File: src/rtl/csi2_rx_ctrl_pkg.sv
// Shared definitions for the CSI-2 receive link controller: FSM states,
// CSI-2 short-packet data types and the supervision timer width.
package csi2_rx_ctrl_pkg;

   localparam int unsigned TMR_W = 20;

   typedef enum logic [2:0] {
      ST_OFF     = 3'd0,
      ST_PWRUP   = 3'd1,
      ST_WAIT_FS = 3'd2,
      ST_STREAM  = 3'd3,
      ST_RECOVER = 3'd4
   } state_t;

   localparam logic [5:0] DT_FS = 6'h00;
   localparam logic [5:0] DT_FE = 6'h01;
   localparam logic [5:0] DT_LS = 6'h02;
   localparam logic [5:0] DT_LE = 6'h03;

endpackage

File: src/rtl/csi2_rx_ctrl_timer.sv
// Down-counter shared by every timed state; o_expire is high while the count sits at zero.
module csi2_rx_ctrl_timer
   import csi2_rx_ctrl_pkg::*;
(
   input  logic             i_clk,
   input  logic             i_rst,
   input  logic             i_load,
   input  logic             i_reload,
   input  logic [TMR_W-1:0] i_load_val,
   output logic             o_expire
);

   logic [TMR_W-1:0] r_cnt;

   // NOTE: sequential state uses non-blocking assignments so every register samples pre-edge values.
   always_ff @(posedge i_clk or posedge i_rst) begin
      if (i_rst) begin
         r_cnt <= '0;
      end else if (i_load || i_reload) begin
         r_cnt <= i_load_val;
      end else if (r_cnt != '0) begin
         r_cnt <= r_cnt - 1'b1;
      end
   end

   assign o_expire = (r_cnt == '0);

endmodule

File: src/rtl/csi2_rx_link_ctrl.sv
// CSI-2 D-PHY link controller: power-up sequencing, frame-sync supervision,
// sticky protocol errors and timeout-driven power-cycle recovery.
module csi2_rx_link_ctrl
   import csi2_rx_ctrl_pkg::*;
#(
   parameter int unsigned      PWRUP_CYCLES   = 8,
   parameter int unsigned      RECOVER_CYCLES = 16,
   parameter logic [TMR_W-1:0] LOCK_TIMEOUT   = 20'hFFFFF,
   parameter logic [TMR_W-1:0] STALL_TIMEOUT  = 20'h3FFFF,
   parameter logic [5:0]       REF_DT         = 6'h2b
) (
   input  logic        clk_byte_i,
   input  logic        reset_i,
   input  logic        enable_i,
   input  logic        clr_err_i,
   input  logic [15:0] expected_wc_i,
   input  logic        sp_en_i,
   input  logic        lp_av_en_i,
   input  logic [5:0]  dt_i,
   input  logic [15:0] wc_i,
   output logic        dphy_pd_o,
   output logic        rx_reset_n_o,
   output logic        link_up_o,
   output logic [2:0]  state_o,
   output logic [15:0] frame_cnt_o,
   output logic [15:0] line_cnt_o,
   output logic [7:0]  retry_cnt_o,
   output logic        err_wc_o,
   output logic        err_dt_o,
   output logic        err_seq_o,
   output logic        err_timeout_o
);

   state_t           r_state, w_next_state;
   logic             r_pd, r_rst_n, r_link_up, r_in_frame;
   logic [15:0]      r_frame_cnt, r_line_cnt, r_run_lines;
   logic [7:0]       r_retry_cnt;
   logic             r_err_wc, r_err_dt, r_err_seq, r_err_to;
   logic             w_pd, w_rst_n, w_link_up;
   logic             w_expire, w_load, w_reload, w_any_pkt;
   logic [TMR_W-1:0] w_load_val;

   assign w_any_pkt = sp_en_i || lp_av_en_i;

   // NOTE: the asynchronous reset is kept to control state and outputs; no memories here need it.
   always_ff @(posedge clk_byte_i or posedge reset_i) begin
      if (reset_i) begin
         r_state   <= ST_OFF;
         r_pd      <= 1'b1;
         r_rst_n   <= 1'b0;
         r_link_up <= 1'b0;
      end else begin
         r_state   <= w_next_state;
         r_pd      <= w_pd;
         r_rst_n   <= w_rst_n;
         r_link_up <= w_link_up;
      end
   end

   // NOTE: every combinational output gets a default first so no latch is inferred.
   always_comb begin
      w_next_state = r_state;
      case (r_state)
         ST_OFF:     w_next_state = ST_PWRUP;
         ST_PWRUP:   if (w_expire) w_next_state = ST_WAIT_FS;
         ST_WAIT_FS: begin
            if (sp_en_i && dt_i == DT_FS) w_next_state = ST_STREAM;
            else if (w_expire)            w_next_state = ST_RECOVER;
         end
         ST_STREAM:  if (w_expire && !w_any_pkt) w_next_state = ST_RECOVER;
         ST_RECOVER: if (w_expire) w_next_state = ST_PWRUP;
         default:    w_next_state = ST_OFF;
      endcase
      if (!enable_i) w_next_state = ST_OFF;
   end

   // Outputs decode the next state so the registered pins move with the state register.
   always_comb begin
      w_pd       = (w_next_state == ST_OFF) || (w_next_state == ST_RECOVER);
      w_rst_n    = (w_next_state == ST_WAIT_FS) || (w_next_state == ST_STREAM);
      w_link_up  = (w_next_state == ST_STREAM);
      w_load_val = '0;
      case (w_next_state)
         ST_PWRUP:   w_load_val = TMR_W'(PWRUP_CYCLES - 1);
         ST_WAIT_FS: w_load_val = LOCK_TIMEOUT - 1'b1;
         ST_STREAM:  w_load_val = STALL_TIMEOUT - 1'b1;
         ST_RECOVER: w_load_val = TMR_W'(RECOVER_CYCLES - 1);
         default:    w_load_val = '0;
      endcase
   end

   assign w_load   = (w_next_state != r_state);
   assign w_reload = (r_state == ST_STREAM) && w_any_pkt;

   csi2_rx_ctrl_timer u_timer (
      .i_clk      (clk_byte_i),
      .i_rst      (reset_i),
      .i_load     (w_load),
      .i_reload   (w_reload),
      .i_load_val (w_load_val),
      .o_expire   (w_expire)
   );

   // Packet decode is qualified by STREAM; a short packet wins over a coincident long one.
   logic w_in_stream, w_fs, w_fe, w_lref, w_lock_fs, w_retry;
   logic w_set_wc, w_set_dt, w_set_seq, w_set_to;

   assign w_in_stream = (r_state == ST_STREAM);
   assign w_fs        = w_in_stream && sp_en_i && dt_i == DT_FS;
   assign w_fe        = w_in_stream && sp_en_i && dt_i == DT_FE;
   assign w_lref      = w_in_stream && lp_av_en_i && !sp_en_i && dt_i == REF_DT;
   assign w_lock_fs   = (r_state == ST_WAIT_FS) && (w_next_state == ST_STREAM);
   assign w_retry     = (r_state == ST_RECOVER) && (w_next_state == ST_PWRUP);
   assign w_set_wc    = w_lref && expected_wc_i != 16'd0 && wc_i != expected_wc_i;
   assign w_set_dt    = w_in_stream && w_any_pkt &&
                        !(dt_i inside {DT_FS, DT_FE, DT_LS, DT_LE, REF_DT});
   assign w_set_seq   = (w_fs && r_in_frame) || (w_fe && !r_in_frame) ||
                        (w_lref && !r_in_frame) || (w_in_stream && sp_en_i && lp_av_en_i);
   assign w_set_to    = (w_next_state == ST_RECOVER) && (r_state != ST_RECOVER);

   always_ff @(posedge clk_byte_i or posedge reset_i) begin
      if (reset_i) begin
         r_in_frame  <= 1'b0;
         r_run_lines <= '0;
         r_frame_cnt <= '0;
         r_line_cnt  <= '0;
         r_retry_cnt <= '0;
         r_err_wc    <= 1'b0;
         r_err_dt    <= 1'b0;
         r_err_seq   <= 1'b0;
         r_err_to    <= 1'b0;
      end else begin
         if (w_lock_fs || w_fs) begin
            r_in_frame  <= 1'b1;
            r_run_lines <= '0;
         end else if (w_fe) begin
            r_in_frame  <= 1'b0;
            r_line_cnt  <= r_run_lines;
            r_frame_cnt <= r_frame_cnt + 1'b1;
         end else if (w_lref && r_run_lines != 16'hFFFF) begin
            r_run_lines <= r_run_lines + 1'b1;
         end
         if (clr_err_i)                       r_retry_cnt <= '0;
         else if (w_retry && r_retry_cnt != 8'hFF) r_retry_cnt <= r_retry_cnt + 1'b1;
         // A new error event in the same cycle as a clear keeps the flag set.
         r_err_wc  <= (r_err_wc  && !clr_err_i) || w_set_wc;
         r_err_dt  <= (r_err_dt  && !clr_err_i) || w_set_dt;
         r_err_seq <= (r_err_seq && !clr_err_i) || w_set_seq;
         r_err_to  <= (r_err_to  && !clr_err_i) || w_set_to;
      end
   end

   assign dphy_pd_o     = r_pd;
   assign rx_reset_n_o  = r_rst_n;
   assign link_up_o     = r_link_up;
   assign state_o       = r_state;
   assign frame_cnt_o   = r_frame_cnt;
   assign line_cnt_o    = r_line_cnt;
   assign retry_cnt_o   = r_retry_cnt;
   assign err_wc_o      = r_err_wc;
   assign err_dt_o      = r_err_dt;
   assign err_seq_o     = r_err_seq;
   assign err_timeout_o = r_err_to;

endmodule

File: config.mk
export PLATFORM = sky130hd
export DESIGN_NAME = csi2_rx_link_ctrl
export DESIGN_NICKNAME = d
export VERILOG_FILES = /design/src/rtl/csi2_rx_ctrl_pkg.sv /design/src/rtl/csi2_rx_ctrl_timer.sv /design/src/rtl/csi2_rx_link_ctrl.sv
export SDC_FILE = /design/constraint.sdc
export NUM_CORES = 1
export LEC_CHECK = 0
export BUFFER_PORTS_ARGS = -buffer_cell sky130_fd_sc_hd__buf_4
export CORE_AREA = 2 2 127 129
export DETAILED_ROUTE_END_ITERATION = 6
export DIE_AREA = 0 0 129 131
export GPL_TIMING_DRIVEN = 0
export PLACE_DENSITY = 0.59
export SYNTH_ARGS = -nofsm -noshare
export SYNTH_HDL_FRONTEND = slang
export SYNTH_SLANG_ARGS = --single-unit
File: constraint.sdc
create_clock -name clk_byte_i -period 3.9 [get_ports clk_byte_i]
set_input_delay 0 -clock clk_byte_i [delete_from_list [all_inputs] [get_ports clk_byte_i]]
set_output_delay 0 -clock clk_byte_i [all_outputs]
set_load 0.02 [all_outputs]
# Yosys cells after proc, flatten, opt, wreduce, memory -nomap -nowiden
# Index checks and enable logic that the tools add are counted.
# word_totals
regBits	87
rom_bits	0
latch_bits	0
wordCells	109
mem_count	0
ramBits	0
output_inout_bits	50
inputBits	44
# op_classes
bitwise_logic	1
shifts	0
n_reduce_logical	55
multipliers	0
muxes	17
order_cmp	0
add_sub_neg	4
n_eq_ne	18
n_div	0
# op_table
cell	n
20-bit one-hot mux with 4 select lines	1
16-bit two-way mux	3
20-bit two-way mux	2
16-bit by 1-bit adder with 16-bit output, second input constant	2
1-bit logical AND	25
20-bit zero test	1
20-bit nonzero test	1
20-bit by 1-bit subtractor with 20-bit output, second input constant	1
3-bit two-way mux	6
8-bit two-way mux	2
16-bit != test	1
16-bit != test, second input constant	1
16-bit nonzero test	1
3-bit one-hot mux with 5 select lines	1
3-bit by 2-bit == test with 1-bit output, second input constant	4
6-bit by 2-bit == test with 1-bit output, second input constant	2
1-bit logical OR	12
8-bit by 1-bit adder with 8-bit output, second input constant	1
8-bit != test, second input constant	1
2-bit nonzero test	4
3-bit by 1-bit == test with 1-bit output, second input constant	2
3-bit == test, second input constant	2
6-bit by 1-bit == test with 1-bit output, second input constant	1
6-bit == test, second input constant	1
other kinds (10)	17

# Longest topological paths before layout
# Gate-level depths: netlist of run 1.
# logic_depth
ltp_word	11
mapped_depth	10
mapped_depth_nobuf	8

# By module
# A second synthesis of run 1 with hierarchy kept.
# unflattened
hier_cells	518
area_unflattened_um2	4855.9
# by_module_without_submodules
mod	instances	seq_area_each_um2	area_each_um2	cells_each
csi2_rx_link_ctrl	1	1677.9	3639.7	376
csi2_rx_ctrl_timer	1	500.5	1216.2	142

# Worst setup path before layout of run 1
# Ideal clock, no wire load.
# synth_timing
path_kind	flip-flop to flip-flop
from	register u_timer.r_cnt[3]
to	register u_timer.r_cnt[5]
n_path_buf	2
t_arrival_ns	2.660
setup_ns	0.140
setup_slack_ns	1.100
stages_incl_launch_ff	9
synth_period_minus_slack_ns	2.800
required_ns	3.760
cell_sequence	dfrtp_1 or4_1 or4_1 buf_2 o32a_1 and3_4 o311ai_4 buf_6 o41ai_1
# synth_via
elab_chain_cells	8
word_cells_on_any_way	21
classes_between	add/sub: 1; eq/ne: 5; mux: 10; reduce/logical: 5
# synth_lines
element	line	text
start, declared	csi2_rx_ctrl_timer.sv:13	logic [TMR_W-1:0] r_cnt;
start signal, assigned	csi2_rx_ctrl_timer.sv:20	r_cnt <= i_load_val;
start signal, assigned	csi2_rx_ctrl_timer.sv:22	r_cnt <= r_cnt - 1'b1;
20-bit zero test	csi2_rx_ctrl_timer.sv:26	assign o_expire = (r_cnt == '0);
3-bit two-way mux or 1-bit logical AND (tied branches)	csi2_rx_link_ctrl.sv:68, csi2_rx_link_ctrl.sv:70	
3-bit two-way mux (on tied branches)	csi2_rx_link_ctrl.sv:67, csi2_rx_link_ctrl.sv:70	
3-bit one-hot mux with 5 select lines	csi2_rx_link_ctrl.sv:63	case (r_state)
3-bit two-way mux	csi2_rx_link_ctrl.sv:74	if (!enable_i) w_next_state = ST_OFF;
3-bit == test, or another cell as far along	csi2_rx_link_ctrl.sv:83	case (w_next_state)
20-bit one-hot mux with 4 select lines or 1-bit logical OR (tied branches)	csi2_rx_link_ctrl.sv:83, csi2_rx_ctrl_timer.sv:19	
20-bit two-way mux or 2-bit nonzero test (tied branches)	--	
# Several ways; a longest one is shown, not always the timed one. The select of a mux whose other input is x is not followed.
# A chain may end at the register's enable or synchronous reset.

# Worst setup path in the final report of run 1
# Ends and elaborated chain as after synthesis.

==> results of run 1 <==
-- final cells by class --
cell class,count,area [um^2],share of cell area (%)
Clock inverter,7,80.08,1.365
Inverter,9,36.28,0.6183
Multi-Input combinational cell,368,2262,38.55
Buffer,18,77.57,1.322
Tap cell,216,270.3,4.606
Sequential cell,87,2178,37.12
Timing Repair Buffer,95,738.2,12.58
Clock buffer,9,225.2,3.838
-- metrics by stage --
step	std cells	setup slack (ns)	util, %
5_1_grt	809	0.2288	37.62
3_3_place_gp	790	0.6035	35.34
6_report	809	0.4902	37.62
4_1_cts	809	0.5014	37.62
2_1_floorplan	482	1.100	-
3_5_place_dp	791	0.5223	35.54
-- power by group through the flow --
stage / combinational (mW) / sequential [mW] / clock, mW
detailed placement: 0.907 / 1.12 / 0
floorplan: 0.640 / 1.12 / 0
CTS: 0.918 / 1.10 / 0.908
global route: 1.02 / 1.11 / 0.948
finish: 0.914 / 1.10 / 0.888
global placement: 0.878 / 1.11 / 0
-- how the worst max path moves through the flow --
stage | end
floorplan | u_timer.r_cnt[5]
global placement | state_o[2]
detailed placement | u_timer.r_cnt[5]
CTS | u_timer.r_cnt[5]
global route | u_timer.r_cnt[5]
finish | u_timer.r_cnt[5]
-- routing by layer --
layer | GRT usage (%) | routed length [um] | vias to the layer above
li1 | - | - | 1917
met1 | 19.15 | 5467 | 1898
met5 | 0 | 0 | -
met4 | 3.836 | 103 | 0
met3 | 3.420 | 579 | 5
met2 | 22.56 | 5496 | 119
-- state kept, by name, indices dropped and copies added, names as in the netlist --
register / flops
r_run_lines: 16
err_wc_o: 1
err_seq_o: 1
err_dt_o: 1
u_timer.r_cnt: 20
link_up_o: 1
err_timeout_o: 1
state_o: 3
frame_cnt_o: 16
retry_cnt_o: 8
dphy_pd_o: 1
line_cnt_o: 16
rx_reset_n_o: 1
r_in_frame: 1
-- synthesized netlist by cell type (2+ instances only) --
master	n
buf_2	2
o41ai_1	2
o21ai_1	11
xor2_1	43
o21ai_0	13
o221ai_1	2
and3_1	6
dfrtp_1	86
nand2b_1	3
inv_1	9
nor2b_1	4
or3_1	4
clkbuf_1	11
a32o_1	2
and2_1	3
nand2_1	75
buf_1	4
and4_1	4
a31oi_1	3
nor2_1	46
a21oi_1	12
nor3_2	2
mux2i_1	4
nand4_1	21
ha_1	5
o211ai_1	2
or4_1	6
nor4_1	17
nand3_1	18
or2_2	2
nor3_1	9
o31ai_1	2
a311oi_1	2
xnor2_1	27
-- kinds of logic (layout without fill, tap and decap cells) --
family / after synthesis / count (layout)
AOI/OAI and AO/OA: 64 / 64
xor gates and xnor gates: 70 / 70
adders and majority gates: 5 / 5
DFF: 87 / 87
buffers and inverters: 27 / 138
muxes: 5 / 5
and+or+nand+nor: 224 / 224
-- what timing repair did --
| action | in CTS | in global routing |
|---|---|---|
| endpoints found under the hold margin | 26 | 0 |
| setup buffers | 0 | 0 |
| hold buffers | 2 | 0 |
==> summary.txt, run 1 <==
I/O pin count: 94
Clock Skew: 0.007057 ns
Vias in the first global route: 3896
Critical path depth: 7
Multiplexer share of the synthesized area: 1.127%
Least-Margin Pin Slew: 1.091 ns
Synth Area in Adders: 1.374%
Power Density: 494.7 nW/um^2
Share of the synthesized area in the top cell type: 47.28%
Avg Inst Size Synth: 9.444 um^2
Fmax achieved: 293.3 MHz
Die Y: 131 um
Hpwl dp: 8791 um
Data required, critical path: 4.11 ns
RSZ-0062 raised after global routing: false
Clock share of power: 30.6%
Relative slew slack: 26.61%
Die ar.: 16900 um^2
Crit end category: register
Grt ovf: 0
CTS tree: built
Sequential fraction of the synthesis area: 47.86%
Synth Warn #: 0
Mapped Nets: 531
Net Sw Frac: 35.60%
First-pass detailed-route iteration total: 4
Period utilization: 87.43%
Number of port buffers: 92
Hold Startpoint: clr_err_i
Cell count after synthesis: 482
Distinct cells, synth: 54
Core footprint: 15600 um^2
CP peak stage delay: 0.81 ns
Die Wd: 129 um
Initial detailed-routing violation count: 280
Worst Path Buf+Inv: 1
Most common cell after layout, fill and taps aside: buf_4
Predominant post-synthesis flop cell: dfrtp_1
Reg2reg setup slack: 0.49 ns
Switching power: 1.033 mW
Clock buffer depth: 2
H-tree Lvls: 3
Clock latency at the later pin of the worst-skew pair: 0.34 ns
Crit path kind: register to register
CTS Sinks: 87
Remaining antenna violation count: 0
Vias/cell: 4.869
Post-synth EDFFs: 0
Mapped cell area: 4552 um^2
GPL Wtd Cong: 0.8443
TNS Setup: 0 ns
Total design power: 2.903 mW
Post-Synth XOR/XNOR Area: 13.47%
ANT cells: 0
Comb pwr share: 31.5%
CP Data Arrival Time: 3.62 ns
CP top delay family: simple AND/OR/NAND/NOR gates
Hold Path End: retry_cnt_o[5]
Fin area: 5868 um^2
PostCTS Resize Cnt: 0
Final hold violations: 0
Syn-to-layout area delta: 28.92%
Wire length per cell: 14.40 um
Worst-path clk slew: 0.07 ns
Power share of the sequential group: 37.9%
DRC: 0
Dominant cells by area after synthesis: dfrtp_1 (47%), xor2_1 (8.3%), nand2_1 (6.2%), xnor2_1 (5.2%), nor2_1 (3.8%)
Initial antenna violation count: 0
Root buf cell: clkbuf_16
Max-cap violations: 0
CP cell instances: or4_1, nor4_1, nand2_1, o21ai_1, o311ai_4, buf_6, o41ai_1
Worst reg2reg endpoint: u_timer.r_cnt[5]
Status: finished, final reports clean
Cell row count: 46
Fin crit period: 3.410 ns
Fill count: 1583
Hold Crit Depth: 2
VDD IR-drop max: 0.2353 mV
Seq cells post-synth: 87
Synth area leader: dfrtp_1
Routed via count: 3939
Overall routing resource usage: 14.09%
Placed cell area: 5543 um^2
HP Class: input pin to register
Crit path max fanout: 10
Max-slew violation count: 0
Most frequent cells in the layout: buf_4 (92), dfrtp_1 (86), nand2_1 (75)
Pleak: 2.733 nW
Fin nets: 637
Largest net degree at the start of global routing: 63
Fin Hold WS: 0.03678 ns
R2R depth: 7
Synth Area in Simple Gates: 24.22%
Critical path launch point type: register
Worst Setup SP: u_timer.r_cnt[3]
Critical R2R Launch: u_timer.r_cnt[3]
CTS buffer count: 9
Fraction of layout cells with a size suffix above 1: 20.74%
First-pass GRT wire length: 18940 um
Ys async rst share: 100.0%
P_int: 1.869 mW
Critical path's slowest cell: nor4_1
# setup viols final: 0
Final wirelength: 11650 um
Post-synthesis compound-gate area fraction: 9.511%
Initial Utilization: 29.18%
Main combinational cell family by area after synthesis: simple AND/OR/NAND/NOR gates
Power figures use the tool's default switching activity.
==> run 2, diff against run 1 <==
--- a/config.mk
+++ b/config.mk
@@ -6,11 +6,11 @@
 export NUM_CORES = 1
 export LEC_CHECK = 0
 export BUFFER_PORTS_ARGS = -buffer_cell sky130_fd_sc_hd__buf_4
-export CORE_AREA = 2 2 127 129
+export CORE_AREA = 2 2 99 101
 export DETAILED_ROUTE_END_ITERATION = 6
-export DIE_AREA = 0 0 129 131
+export DIE_AREA = 0 0 101 103
 export GPL_TIMING_DRIVEN = 0
-export PLACE_DENSITY = 0.59
+export PLACE_DENSITY = 0.83
 export SYNTH_ARGS = -nofsm -noshare
 export SYNTH_HDL_FRONTEND = slang
 export SYNTH_SLANG_ARGS = --single-unit
==> run 2 against run 1 <==
Against the previous run:
- first-iteration DRC count shrank 8.2%
- core utilization grew 22 points
- worst setup slack gained 0.11 ns
- critical endpoint is now u_timer.r_cnt[7]
- highest routed layer unchanged
- sequential share of layout area grew 1.7 points
- flip-flop and latch count is the same
- global-route usage grew 7.6 points
- largest cell class unchanged
- critical path depth is the same
- non-clock buffer count is the same
==> summary.txt, run 2 (synthesis results as in run 1) <==
CTS tree: built
Vias/cell: 5.642
Data required, critical path: 4.17 ns
HP Class: input pin to register
I/O pin count: 94
Die Wd: 101 um
Worst reg2reg endpoint: u_timer.r_cnt[7]
Fraction of layout cells with a size suffix above 1: 20.57%
Root buf cell: clkbuf_8
Vias in the first global route: 3956
Cell row count: 36
DRC: 0
Largest net degree at the start of global routing: 48
Crit path kind: register to register
RSZ-0062 raised after global routing: false
Max-cap violations: 0
Remaining antenna violation count: 0
Critical path launch point type: register
Hold Startpoint: clr_err_i
Relative slew slack: 30.29%
Pleak: 2.674 nW
Core footprint: 9459 um^2
GPL Wtd Cong: 0.9139
CP Data Arrival Time: 3.57 ns
First-pass GRT wire length: 17910 um
Most frequent cells in the layout: buf_4 (92), dfrtp_1 (86), nand2_1 (75)
Hold Path End: retry_cnt_o[5]
Status: finished, final reports clean
Utilization after layout: 59.34%
Critical R2R Launch: u_timer.r_cnt[3]
Number of port buffers: 92
H-tree Lvls: 3
CTS Sinks: 87
Fin crit period: 3.299 ns
Fmax achieved: 303.1 MHz
Fin nets: 637
CTS buffer count: 9
Die Y: 103 um
Fill count: 817
Crit path max fanout: 10
Initial antenna violation count: 0
Die ar.: 10400 um^2
# setup viols final: 0
Number of flip-flops in the largest register: 20
Power Density: 465.2 nW/um^2
ANT cells: 0
Clock Skew: 0.01346 ns
Overall routing resource usage: 21.65%
Initial detailed-routing violation count: 257
Syn-to-layout area delta: 23.31%
Worst-path clk slew: 0.09 ns
R2R depth: 7
First-pass detailed-route iteration total: 4
Max-slew violation count: 0
Routed via count: 3989
Hpwl dp: 8248 um
Most common cell after layout, fill and taps aside: buf_4
Final hold violations: 0
Grt ovf: 0
PostCTS Resize Cnt: 0
Final wirelength: 10890 um
Period utilization: 84.58%
VDD IR-drop max: 0.2209 mV
Reg2reg setup slack: 0.60 ns
Hold Crit Depth: 2
Initial Utilization: 48.12%
Clock latency at the later pin of the worst-skew pair: 0.36 ns
Biggest register: u_timer.r_cnt
Clock buffer depth: 2
Crit end category: register
Wire length per cell: 15.40 um
Least-Margin Pin Slew: 1.036 ns
TNS Setup: 0 ns
[run 2: where the power goes]
part	internal [mW]	switching [mW]	total, mW	leakage, nW
sequential	1.01	0.0954	1.10	1.19
combinational	0.356	0.566	0.923	1.40
clock	0.241	0.345	0.586	0.0892
[run 2: worst max-delay path, stage by stage (launching register included)]
cell and delay [ns]:
dfrtp_1 0.46, or4_1 0.61, nor4_1 0.77, nand2_1 0.37
o21ai_1 0.53, o311ai_4 0.20, buf_6 0.19, o21ai_1 0.08
[run 2: worst max-delay path by stage]
stage | startpoint | to | cells after the start
final | u_timer.r_cnt[3] | u_timer.r_cnt[7] | 7
after global routing | u_timer.r_cnt[3] | u_timer.r_cnt[6] | 7
after CTS | u_timer.r_cnt[3] | u_timer.r_cnt[5] | 7
after detailed placement | u_timer.r_cnt[3] | u_timer.r_cnt[5] | 7
after global placement | u_timer.r_cnt[3] | u_timer.r_cnt[5] | 7
after floorplan | u_timer.r_cnt[3] | u_timer.r_cnt[5] | 8
[run 2: metrics by stage]
step                hold WS (ns)  std cells  setup slack (ns)  instance area [um^2]  total power, mW
CTS                     0.001880        707            0.6563                  5613            2.606
detailed placement       0.09609        689            0.6947                  5415            2.019
finish                 0.0009888        707            0.6012                  5613            2.611
floorplan                 0.1707        482             1.100                  4552            1.758
global placement          0.3188        688            0.6988                  5385            1.983
global route             0.05109        707            0.4518                  5613            2.767
[run 2: repair_timing]
item                      CTS  global route
buffers inserted            0             0
hold endpoints to repair   40             0
hold buffers                2             0
[run 2: cell type report]
class,count,area [um^2],area share (%)
multi-input cells,368,2262,40.30
clock buffers,10,127.6,2.274
clock inverters,6,50.05,0.8917
repair buffers,95,738.2,13.15
well taps,114,142.6,2.541
flip-flops and latches,87,2178,38.81
inverters,9,36.28,0.6465
plain buffers,18,77.57,1.382
[run 2: per-layer routing]
metal / global-route usage [%] / share of wire (%)
met1: 27.14 / 44
met2: 37.49 / 51
met3: 3.729 / 4.0
met4: 8.628 / 1.2
met5: 0 / 0
